### src/rtl/cache_ctrl_2way_pkg.sv
// ---------------------------------------------------------------------------
// cache_ctrl_2way_pkg
// Shared definitions for the 2-way set-associative byte-cache sequencer:
// FSM state encodings, tag-word layout and tag-word helper functions.
// ---------------------------------------------------------------------------
package cache_ctrl_2way_pkg;

    // Sequencer states
    localparam logic [3:0] ST_INIT    = 4'd0;
    localparam logic [3:0] ST_IDLE    = 4'd1;
    localparam logic [3:0] ST_LOOKUP  = 4'd2;
    localparam logic [3:0] ST_COMPARE = 4'd3;
    localparam logic [3:0] ST_MEM_RD  = 4'd4;
    localparam logic [3:0] ST_FILL    = 4'd5;
    localparam logic [3:0] ST_UPDATE  = 4'd6;
    localparam logic [3:0] ST_MEM_WR  = 4'd7;
    localparam logic [3:0] ST_DONE    = 4'd8;

    // Tag word: bit 7 = valid, bits 6:0 = tag, LSB-aligned, zero padded
    localparam int VALID_BIT = 7;

    // Build a valid tag word from a zero-extended tag
    function automatic logic [7:0] tag_word(input logic [6:0] tag);
        return {1'b1, tag};
    endfunction

    // A way hits when its stored word is valid and the tag field matches
    function automatic logic tag_hit(input logic [7:0] word, input logic [6:0] tag);
        return word[VALID_BIT] && (word[6:0] == tag);
    endfunction

endpackage

### src/rtl/cache_ctrl_2way_lru.sv
// ---------------------------------------------------------------------------
// cache_ctrl_2way_lru
// One replacement bit per set; bit value = way to evict next in that set.
// Ports:
//   clk, rst          clock, asynchronous active-high reset (clears to 0)
//   rd_idx / rd_way   combinational read of the bit for a set
//   upd_en/idx/way    registered update of one set's bit
// ---------------------------------------------------------------------------
module cache_ctrl_2way_lru #(
    parameter int INDEX_W = 4
) (
    input  logic               clk,
    input  logic               rst,
    input  logic [INDEX_W-1:0] rd_idx,
    output logic               rd_way,
    input  logic               upd_en,
    input  logic [INDEX_W-1:0] upd_idx,
    input  logic               upd_way
);

    localparam int SETS = 1 << INDEX_W;

    logic [SETS-1:0] lru_q;
    logic [SETS-1:0] lru_d;

    assign rd_way = lru_q[rd_idx];

    // Next-state for the replacement bits
    always_comb begin
        lru_d = lru_q;
        if (upd_en) begin
            lru_d[upd_idx] = upd_way;
        end else begin
            lru_d = lru_q;
        end
    end

    // Replacement bit storage
    always_ff @(posedge clk or posedge rst) begin
        if (rst) begin
            lru_q <= '0;
        end else begin
            lru_q <= lru_d;
        end
    end

endmodule

### src/rtl/cache_ctrl_2way.sv
// ---------------------------------------------------------------------------
// cache_ctrl_2way
// Sequencer for a 2-way set-associative, write-through, no-write-allocate
// byte cache. Drives four external negedge RAMs (tag+data per way), serves
// one CPU requester and uses a req/ack backing-memory port for read misses
// and all writes. Tag RAMs are cleared one set per cycle after reset.
// Ports:
//   clk, rst                         clock, async active-high reset
//   cpu_req/we/addr/wdata            CPU request (sampled while cpu_ready)
//   cpu_ready/done/hit/rdata         CPU status and read result
//   ram_addr, ram_r_en               shared RAM address / read enable
//   tag_w_en, dat_w_en               per-way write enables
//   tag_wdata, dat_wdata             RAM write data
//   tag_rdata0/1, dat_rdata0/1       RAM read data per way
//   mem_req/we/addr/wdata            backing-memory request
//   mem_rdata, mem_ack               backing-memory response
// ---------------------------------------------------------------------------
module cache_ctrl_2way
    import cache_ctrl_2way_pkg::*;
#(
    parameter int INDEX_W = 4
) (
    input  logic       clk,
    input  logic       rst,
    input  logic       cpu_req,
    input  logic       cpu_we,
    input  logic [7:0] cpu_addr,
    input  logic [7:0] cpu_wdata,
    output logic       cpu_ready,
    output logic       cpu_done,
    output logic       cpu_hit,
    output logic [7:0] cpu_rdata,
    output logic [7:0] ram_addr,
    output logic       ram_r_en,
    output logic [1:0] tag_w_en,
    output logic [1:0] dat_w_en,
    output logic [7:0] tag_wdata,
    output logic [7:0] dat_wdata,
    input  logic [7:0] tag_rdata0,
    input  logic [7:0] tag_rdata1,
    input  logic [7:0] dat_rdata0,
    input  logic [7:0] dat_rdata1,
    output logic       mem_req,
    output logic       mem_we,
    output logic [7:0] mem_addr,
    output logic [7:0] mem_wdata,
    input  logic [7:0] mem_rdata,
    input  logic       mem_ack
);

    localparam int PAD_W = 8 - INDEX_W;

    logic [3:0]         state_q,     state_d;
    logic [INDEX_W-1:0] init_cnt_q,  init_cnt_d;
    logic               req_we_q,    req_we_d;
    logic [7:0]         req_addr_q,  req_addr_d;
    logic [7:0]         req_wdata_q, req_wdata_d;
    logic               hit_way_q,   hit_way_d;
    logic [1:0]         valid_q,     valid_d;
    logic [7:0]         fill_data_q, fill_data_d;
    logic               res_hit_q,   res_hit_d;
    logic [7:0]         res_data_q,  res_data_d;
    logic               cpu_ready_q, cpu_ready_d;
    logic               cpu_done_q,  cpu_done_d;
    logic               cpu_hit_q,   cpu_hit_d;
    logic [7:0]         cpu_rdata_q, cpu_rdata_d;
    logic               mem_req_q,   mem_req_d;
    logic               mem_we_q,    mem_we_d;
    logic [7:0]         mem_addr_q,  mem_addr_d;
    logic [7:0]         mem_wdata_q, mem_wdata_d;

    logic [INDEX_W-1:0] req_idx_s;
    logic [6:0]         req_tag_s;
    logic               hit0_s;
    logic               hit1_s;
    logic               victim_s;
    logic               lru_way_s;
    logic               lru_upd_en_s;
    logic               lru_upd_way_s;

    assign req_idx_s = req_addr_q[INDEX_W-1:0];
    assign req_tag_s = 7'(req_addr_q[7:INDEX_W]);
    assign hit0_s    = tag_hit(tag_rdata0, req_tag_s);
    assign hit1_s    = tag_hit(tag_rdata1, req_tag_s);

    cache_ctrl_2way_lru #(.INDEX_W(INDEX_W)) u_lru (
        .clk     (clk),
        .rst     (rst),
        .rd_idx  (req_idx_s),
        .rd_way  (lru_way_s),
        .upd_en  (lru_upd_en_s),
        .upd_idx (req_idx_s),
        .upd_way (lru_upd_way_s)
    );

    // Victim choice: fill an invalid way first, otherwise follow the LRU bit
    always_comb begin
        if (!valid_q[0]) begin
            victim_s = 1'b0;
        end else if (!valid_q[1]) begin
            victim_s = 1'b1;
        end else begin
            victim_s = lru_way_s;
        end
    end

    // Replacement update: the way just used becomes the one kept
    always_comb begin
        lru_upd_en_s  = 1'b0;
        lru_upd_way_s = 1'b0;
        case (state_q)
            ST_COMPARE: begin
                lru_upd_en_s  = !req_we_q && (hit0_s || hit1_s);
                lru_upd_way_s = hit0_s ? 1'b1 : 1'b0;
            end
            ST_FILL: begin
                lru_upd_en_s  = 1'b1;
                lru_upd_way_s = ~victim_s;
            end
            ST_UPDATE: begin
                lru_upd_en_s  = 1'b1;
                lru_upd_way_s = ~hit_way_q;
            end
            default: begin
                lru_upd_en_s  = 1'b0;
                lru_upd_way_s = 1'b0;
            end
        endcase
    end

    // RAM controls are combinational from state; reset forces them off at once
    always_comb begin
        ram_addr  = {{PAD_W{1'b0}}, req_idx_s};
        ram_r_en  = 1'b0;
        tag_w_en  = 2'b00;
        dat_w_en  = 2'b00;
        tag_wdata = 8'h00;
        dat_wdata = 8'h00;
        if (rst) begin
            ram_addr = 8'h00;
        end else begin
            case (state_q)
                ST_INIT: begin
                    ram_addr = {{PAD_W{1'b0}}, init_cnt_q};
                    tag_w_en = 2'b11;
                end
                ST_LOOKUP: begin
                    ram_r_en = 1'b1;
                end
                ST_FILL: begin
                    tag_w_en[victim_s] = 1'b1;
                    dat_w_en[victim_s] = 1'b1;
                    tag_wdata          = tag_word(req_tag_s);
                    dat_wdata          = fill_data_q;
                end
                ST_UPDATE: begin
                    dat_w_en[hit_way_q] = 1'b1;
                    dat_wdata           = req_wdata_q;
                end
                default: begin
                    ram_r_en = 1'b0;
                end
            endcase
        end
    end

    // Sequencer next-state and registered output computation
    always_comb begin
        state_d     = state_q;
        init_cnt_d  = init_cnt_q;
        req_we_d    = req_we_q;
        req_addr_d  = req_addr_q;
        req_wdata_d = req_wdata_q;
        hit_way_d   = hit_way_q;
        valid_d     = valid_q;
        fill_data_d = fill_data_q;
        res_hit_d   = res_hit_q;
        res_data_d  = res_data_q;
        mem_req_d   = mem_req_q;
        mem_we_d    = mem_we_q;
        mem_addr_d  = mem_addr_q;
        mem_wdata_d = mem_wdata_q;
        case (state_q)
            ST_INIT: begin
                init_cnt_d = init_cnt_q + INDEX_W'(1);
                if (init_cnt_q == {INDEX_W{1'b1}}) begin
                    state_d = ST_IDLE;
                end else begin
                    state_d = ST_INIT;
                end
            end
            ST_IDLE: begin
                if (cpu_req) begin
                    req_we_d    = cpu_we;
                    req_addr_d  = cpu_addr;
                    req_wdata_d = cpu_wdata;
                    state_d     = ST_LOOKUP;
                end else begin
                    state_d = ST_IDLE;
                end
            end
            ST_LOOKUP: begin
                state_d = ST_COMPARE;
            end
            ST_COMPARE: begin
                // Tag/data read at the previous negedge are stable here
                valid_d   = {tag_rdata1[VALID_BIT], tag_rdata0[VALID_BIT]};
                hit_way_d = !hit0_s;
                res_hit_d = hit0_s || hit1_s;
                if (hit0_s || hit1_s) begin
                    if (req_we_q) begin
                        state_d = ST_UPDATE;
                    end else begin
                        res_data_d = hit0_s ? dat_rdata0 : dat_rdata1;
                        state_d    = ST_DONE;
                    end
                end else begin
                    mem_req_d   = 1'b1;
                    mem_we_d    = req_we_q;
                    mem_addr_d  = req_addr_q;
                    mem_wdata_d = req_wdata_q;
                    state_d     = req_we_q ? ST_MEM_WR : ST_MEM_RD;
                end
            end
            ST_MEM_RD: begin
                if (mem_ack) begin
                    fill_data_d = mem_rdata;
                    mem_req_d   = 1'b0;
                    state_d     = ST_FILL;
                end else begin
                    state_d = ST_MEM_RD;
                end
            end
            ST_FILL: begin
                res_hit_d  = 1'b0;
                res_data_d = fill_data_q;
                state_d    = ST_DONE;
            end
            ST_UPDATE: begin
                mem_req_d   = 1'b1;
                mem_we_d    = 1'b1;
                mem_addr_d  = req_addr_q;
                mem_wdata_d = req_wdata_q;
                state_d     = ST_MEM_WR;
            end
            ST_MEM_WR: begin
                if (mem_ack) begin
                    mem_req_d = 1'b0;
                    mem_we_d  = 1'b0;
                    state_d   = ST_DONE;
                end else begin
                    state_d = ST_MEM_WR;
                end
            end
            ST_DONE: begin
                state_d = ST_IDLE;
            end
            default: begin
                state_d = ST_INIT;
            end
        endcase

        // CPU-facing flags are registered; done/hit/rdata publish the result together
        cpu_ready_d = (state_d == ST_IDLE);
        cpu_done_d  = (state_q == ST_DONE);
        if (state_q == ST_DONE) begin
            cpu_hit_d   = res_hit_q;
            cpu_rdata_d = res_data_q;
        end else begin
            cpu_hit_d   = cpu_hit_q;
            cpu_rdata_d = cpu_rdata_q;
        end
    end

    // Sequencer state and registered outputs
    always_ff @(posedge clk or posedge rst) begin
        if (rst) begin
            state_q     <= ST_INIT;
            init_cnt_q  <= '0;
            req_we_q    <= 1'b0;
            req_addr_q  <= 8'h00;
            req_wdata_q <= 8'h00;
            hit_way_q   <= 1'b0;
            valid_q     <= 2'b00;
            fill_data_q <= 8'h00;
            res_hit_q   <= 1'b0;
            res_data_q  <= 8'h00;
            cpu_ready_q <= 1'b0;
            cpu_done_q  <= 1'b0;
            cpu_hit_q   <= 1'b0;
            cpu_rdata_q <= 8'h00;
            mem_req_q   <= 1'b0;
            mem_we_q    <= 1'b0;
            mem_addr_q  <= 8'h00;
            mem_wdata_q <= 8'h00;
        end else begin
            state_q     <= state_d;
            init_cnt_q  <= init_cnt_d;
            req_we_q    <= req_we_d;
            req_addr_q  <= req_addr_d;
            req_wdata_q <= req_wdata_d;
            hit_way_q   <= hit_way_d;
            valid_q     <= valid_d;
            fill_data_q <= fill_data_d;
            res_hit_q   <= res_hit_d;
            res_data_q  <= res_data_d;
            cpu_ready_q <= cpu_ready_d;
            cpu_done_q  <= cpu_done_d;
            cpu_hit_q   <= cpu_hit_d;
            cpu_rdata_q <= cpu_rdata_d;
            mem_req_q   <= mem_req_d;
            mem_we_q    <= mem_we_d;
            mem_addr_q  <= mem_addr_d;
            mem_wdata_q <= mem_wdata_d;
        end
    end

    assign cpu_ready = cpu_ready_q;
    assign cpu_done  = cpu_done_q;
    assign cpu_hit   = cpu_hit_q;
    assign cpu_rdata = cpu_rdata_q;
    assign mem_req   = mem_req_q;
    assign mem_we    = mem_we_q;
    assign mem_addr  = mem_addr_q;
    assign mem_wdata = mem_wdata_q;

endmodule
### config.mk
export PLATFORM = sky130hd
export DESIGN_NAME = cache_ctrl_2way
export DESIGN_NICKNAME = d
export VERILOG_FILES = /design/src/rtl/cache_ctrl_2way_pkg.sv /design/src/rtl/cache_ctrl_2way_lru.sv /design/src/rtl/cache_ctrl_2way.sv
export SDC_FILE = /design/constraint.sdc
export NUM_CORES = 1
export LEC_CHECK = 0
export BUFFER_PORTS_ARGS = -buffer_cell sky130_fd_sc_hd__buf_4
export CORE_ASPECT_RATIO = 0.9
export CORE_MARGIN = 2
export CORE_UTILIZATION = 55
export CTS_BUF_LIST = sky130_fd_sc_hd__clkbuf_16
export DETAILED_ROUTE_END_ITERATION = 6
export GPL_ROUTABILITY_DRIVEN = 0
export PLACE_DENSITY = 0.89
export SLEW_MARGIN = 20
export SYNTH_ARGS = -nofsm -noshare
export SYNTH_HDL_FRONTEND = slang
export SYNTH_SLANG_ARGS = --single-unit
### constraint.sdc
create_clock -name clk -period 8.44 [get_ports clk]
set_clock_uncertainty 0.2 [all_clocks]
set_input_delay 1.688 -clock clk [delete_from_list [all_inputs] [get_ports clk]]
set_output_delay 1.688 -clock clk [all_outputs]
set_load 0.005 [all_outputs]
==> qor.csv, run 1 <==
metric,value,unit
status,"finished, violations left",
violations,design-rule violations,
synth-seq-cells,90,
p_leak,2.65,nW
maxCapViolCount,0,
ys.flop_type,dfrtp_1,
hold_path.class,reg2reg,
dp_hpwl,7900,um
instances_no_fill,606,
clock_latency,0.34,ns
fill_cells,543,
grt_overflow,0,
synth_commonest_cells,"dfrtp_1, nand2_1, mux2_2, a21oi_1, a31oi_1",
synth-edff-count,0,
max-slew-margin-rel,42.6,%
synthArstFlopShare,100,%
rows,31,
min_to,mem_we,
p_per_area,346,mW/mm2
ir_drop,180,uV
antenna_found_initial,0,
finalPower,1.95,mW
drt-wirelength-per-cell,18.6,um
io_pins,119,
timing.rr.start,state_q[1],
cts_tree,done,
chipWidth,100,um
cts_buffers,9,
yosysMostFrequentCell,dfrtp_1,
start_kind,primary input,
criticalPathCategory,in2out,
design_area,0.00564,mm2
clock.fmax,195,MHz
drt_iter0_markers,240,
postCtsSetupBuffers,0,
yosysTopAreaCell,dfrtp_1,
tightestPinTransition,0.860,ns
grt_max_degree,55,
antenna_cells,0,
nNetsFinal,564,
wirelength,11200,um
synth_area_leaders,"dfrtp_1, mux2_2, nand2_1",
finalCriticalPeriod,5.12,ns
r2r_end,u_lru.lru_q[13],
htreeDepth,3,
worst_slack,3.32,ns
hold_start,mem_we,
clk_pin_slew,0.06,ns
cts_resized,0,
drtPass1Iterations,7,
fin_hold_ws,0.300,ns
vias,3603,
synthesis.instances,404,
syn_area_per_cell,11.4,um2
synth-warning-count,0,
rsz0062_at_grt,false,
grt_pass1_vias,3527,
hold_viol_final,0,
drc,1,
grt_pass1_wl,17900,um
syn-cell-area,0.00459,mm2
initial_core_util,56.9,%
grtUsageTotal,25.2,%
setup_viol,0,
critPathRequiredTime,6.55,ns
drive_above_1_share,39.4,%
io_buffers,111,
place_area,0.00537,mm2
final_antenna_net_count,0,
worstPathArrival,3.23,ns
yosysSeqAreaShare,49.1,%
root_buffer,clkbuf_16,
ys_types,56,
timing.final.crit_share,60.6,%
clock_path_buffers,2,
cp-end-kind,output pin,
dieArea,0.00909,mm2
setup_tns,0,ns
fp.dieH,90.6,um
reg2reg_slack,5.81,ns
place_ws,3.26,ns
hold_buffers,0,
path_max_fanout,54,
yosys.area.top_type_share,49.1,%
syn2layout_area_growth,23.0,%
whs_path_depth,2,
utilization,69.9,%
dp_cells,590,
slew_violations,0,
coreArea,0.00807,mm2
routed_via_density,5.95,
cts.sinks,90,
rr_worst_depth,6,
area by class of cell:
cell class / instances / area (um2) / area share (%)
flip-flops and latches: 90 / 2250 / 39.9
multi-input cells: 286 / 2140 / 38.0
repair buffers: 112 / 841 / 14.9
clock buffers: 9 / 225 / 3.99
well taps: 99 / 124 / 2.20
clock inverters: 7 / 46.3 / 0.820
inverters: 3 / 12.5 / 0.222
kinds of logic (layout without fill, tap and decap cells):
group | after synthesis | in the layout | synth area share (%)
simple gates | 115 | 115 | 14.6
flops | 90 | 90 | 49.1
compound gates | 80 | 80 | 10.4
mux | 72 | 72 | 18.7
buf+inv | 34 | 131 | 4.69
xor+xnor | 11 | 11 | 2.10
fa+ha+maj | 1 | 1 | 0.273
other cells | 1 | 7 | 0.0818
how the worst max path moves through the flow:
stage,cells past startpoint,slack (ns),end,start
after global placement,4,3.31,tag_wdata[0],rst
after global routing,4,3.11,tag_wdata[3],rst
final,4,3.32,tag_wdata[3],rst
after CTS,4,3.27,tag_wdata[3],rst
after detailed placement,4,3.26,tag_wdata[3],rst
after floorplan,4,2.22,tag_w_en[0],rst
state kept, by name, summed over array words and instances, names as in the netlist:
name and count:
state_q 4, cpu_rdata 8, init_cnt_q 4, cpu_ready 1, cpu_hit 1, res_hit_q 1
valid_q 2, req_addr_q 8, u_lru.lru_q 16, req_we_q 1, mem_addr 8, req_wdata_q 8
mem_wdata 8, mem_we 1, cpu_done 1, mem_req 1, fill_data_q 8, hit_way_q 1
res_data_q 8
power breakdown:
group	total [mW]	switching, mW	internal, mW
clock network	0.370	0.171	0.198
registers	0.821	0.190	0.630
logic	0.764	0.355	0.408
total	1.95	0.717	1.24
cell usage in the layout, fill, tap and decap left out, drive strengths merged, types with 3 or more instances in the layout:
| master | count |
|---|---|
| conb | 7 |
| buf | 112 |
| a31oi | 17 |
| nand3 | 9 |
| nor4 | 4 |
| and4 | 5 |
| xor2 | 9 |
| nor2b | 8 |
| nand2 | 49 |
| o21ai | 16 |
| mux2i | 10 |
| nor3 | 3 |
| and2 | 6 |
| dfrtp | 90 |
| clkbuf | 9 |
| nand2b | 3 |
| nand4bb | 3 |
| inv | 5 |
| mux2 | 60 |
| a21oi | 36 |
| nor2 | 13 |
| and3 | 6 |
| clkinvlp | 4 |
worst max-delay path, cell delays in order:
cell and delay [ns]:
buf_4 0.20, clkinv_2 0.71, and3_1 0.47, buf_4 0.14
metal layers:
metal,vias to the layer above,share of wire [%],track usage [%]
met1,1762,40,33.9
met4,0,2.4,9.59
met2,186,50,40.9
li1,1630,-,-
met3,25,7.9,4.49
met5,-,0,0
Power figures use the tool's default switching activity.
==> inputs of run 2 (changes only) <==
CORE_UTILIZATION = 48   (was 55)
PLACE_DENSITY = 0.82   (was 0.89)
clock period = 4.4 ns   (was 8.44 ns; I/O delays follow)
==> qor.csv, run 2 (synthesis results as in run 1) <==
metric,value,unit,change
r2r_end,u_lru.lru_q[13],,unchanged
dp_cells,614,,was 590
syn2layout_area_growth,24.1,%,was 23.0%
dieArea,0.0104,mm2,was 0.00909 mm2
cts_resized,0,,unchanged
clock_path_buffers,2,,unchanged
drc,0,,was 1
root_buffer,clkbuf_16,,unchanged
max-slew-margin-rel,46.7,%,was 42.6%
final_antenna_net_count,0,,unchanged
setup_tns,0,ns,unchanged
drtPass1Iterations,6,,was 7
drt-wirelength-per-cell,18.4,um,was 18.6 um
most-common-layout-cells,"buf_4, dfrtp_1, nand2_1, mux2_2, a21oi_1",,unchanged
pwr-share-clk,19.6,%,was 18.9%
routed_via_density,5.67,,was 5.95
p_switching,1.38,mW,was 0.717 mW
vias,3568,,was 3603
cts_buffers,9,,unchanged
worst_slack,0.652,ns,was 3.32 ns
dp_hpwl,8220,um,was 7900 um
rr_worst_depth,6,,unchanged
grt_max_degree,52,,was 55
slowest_stage,and2_1,,was clkinv_2
cts_tree,done,,unchanged
pwr-share-comb,38.6,%,was 39.1%
antenna_found_initial,0,,unchanged
p_per_area,669,mW/mm2,was 346 mW/mm2
critPathRequiredTime,3.32,ns,was 6.55 ns
reg2reg_slack,1.73,ns,was 5.81 ns
instances_no_fill,629,,was 606
antenna_cells,0,,unchanged
drive_above_1_share,39.4,%,unchanged
criticalPathCategory,reg2out,,was in2out
clk_pin_slew,0.06,ns,about the same
grt_pass1_vias,3574,,was 3527
fp.dieH,96.7,um,was 90.6 um
regMostFlops,u_lru.lru_q,,unchanged
initial_core_util,49.8,%,was 56.9%
p_sw_share,36.2,%,was 36.7%
slew_violations,0,,unchanged
cts.sinks,90,,unchanged
timing.final.crit_share,85.2,%,
hold_buffers,0,,unchanged
setup_viol,0,,unchanged
nNetsFinal,565,,was 564
tightestPinTransition,0.800,ns,was 0.860 ns
place_ws,1.09,ns,was 3.26 ns
clock.fmax,267,MHz,
timing.rr.start,state_q[1],,unchanged
p_leak,2.66,nW,was 2.65 nW
clock_latency,0.34,ns,about the same
io_pins,119,,unchanged
finalCriticalPeriod,3.75,ns,
rows,33,,was 31
drt_iter0_markers,308,,was 240
path_max_fanout,22,,was 54
hold_path.class,reg2reg,,unchanged
maxCapViolCount,0,,unchanged
p_int,2.43,mW,was 1.24 mW
fill_cells,719,,was 543
critical-path-max-stage-delay,0.73,ns,was 0.71 ns
coreArea,0.00921,mm2,was 0.00807 mm2
min_to,cpu_rdata[4],,was mem_we
whs_path_depth,1,,was 2
io_buffers,111,,unchanged
hold_viol_final,0,,unchanged
hold_start,cpu_rdata[4],,was mem_we
grt_pass1_wl,18300,um,was 17900 um
grt_overflow,0,,unchanged
largest_reg_flops,16,,unchanged
start_kind,register,,was primary input
rsz0062_at_grt,false,,unchanged
pwr-share-seq,41.8,%,was 42.0%
final_common_cell,buf_4,,unchanged
status,completed,,"was finished, violations left"
postCtsSetupBuffers,0,,unchanged
ir_drop,277,uV,was 180 uV
cp-end-kind,output pin,,unchanged
crit_chain,nor2b_1 > and2_1 > nand2_1 > a21oi_1 > buf_4,,was buf_4 > clkinv_2 > and3_1 > buf_4
grtUsageTotal,22.8,%,was 25.2%
wirelength,11600,um,was 11200 um
htreeDepth,3,,unchanged
worstPathArrival,2.67,ns,was 3.23 ns
chipWidth,107,um,was 100 um
run 2: final cells by class:
class | instances | area [um2] | area share [%]
clock buffers | 9 | 225 | 3.96
inverters | 3 | 15.0 | 0.264
flip-flops and latches | 90 | 2250 | 39.6
multi-input cells | 286 | 2140 | 37.6
clock inverters | 6 | 58.8 | 1.03
well taps | 122 | 153 | 2.68
repair buffers | 113 | 848 | 14.9
run 2: worst max-delay path by stage:
stage / slack, ns / depth (start not counted) / to / from
after detailed placement: 1.09 / 5 / tag_w_en[1] / state_q[0]
after floorplan: 0.22 / 3 / tag_wdata[0] / rst
after CTS: 0.71 / 5 / dat_wdata[6] / state_q[0]
after global placement: 1.17 / 4 / tag_wdata[0] / rst
after global routing: 0.41 / 5 / tag_w_en[1] / state_q[0]
final: 0.65 / 5 / dat_wdata[4] / state_q[0]
run 2: critical path, delay by kind of cell (launching register included):
kind | cells | cell delay (ns)
buffers and inverters | 1 | 0.14
DFF | 1 | 0.62
AOI/OAI and AO/OA | 1 | 0.21
and+or+nand+nor | 3 | 1.35
run 2: power groups by stage:
stage / sequential, mW / combinational [mW] / clock, mW
floorplan: 1.43 / 1.08 / 0
global placement: 1.57 / 1.41 / 0
detailed placement: 1.59 / 1.46 / 0
CTS: 1.58 / 1.47 / 0.756
global route: 1.64 / 1.60 / 0.791
finish: 1.59 / 1.47 / 0.745
run 2: metal layers:
metal  share of wire, %  global-route usage (%)  wire length [um]  vias up
met1                 43                    31.4              5010     1742
met3                6.9                    6.06               795       22
met2                 48                    35.0              5510      177
met5                  0                       0                 0        -
li1                   -                       -                 -     1627
met4                2.2                    7.89               251        0
run 2: metrics by stage:
step	utilization, %	power [mW]	hold WS (ns)	instance area, um2
5_1_grt	61.8	4.04	0.322	5690
3_5_place_dp	58.8	3.04	0.280	5410
4_1_cts	61.8	3.81	0.304	5690
3_3_place_gp	58.8	2.98	0.267	5410
2_1_floorplan	-	2.51	0.238	4610
6_report	61.8	3.81	0.307	5690
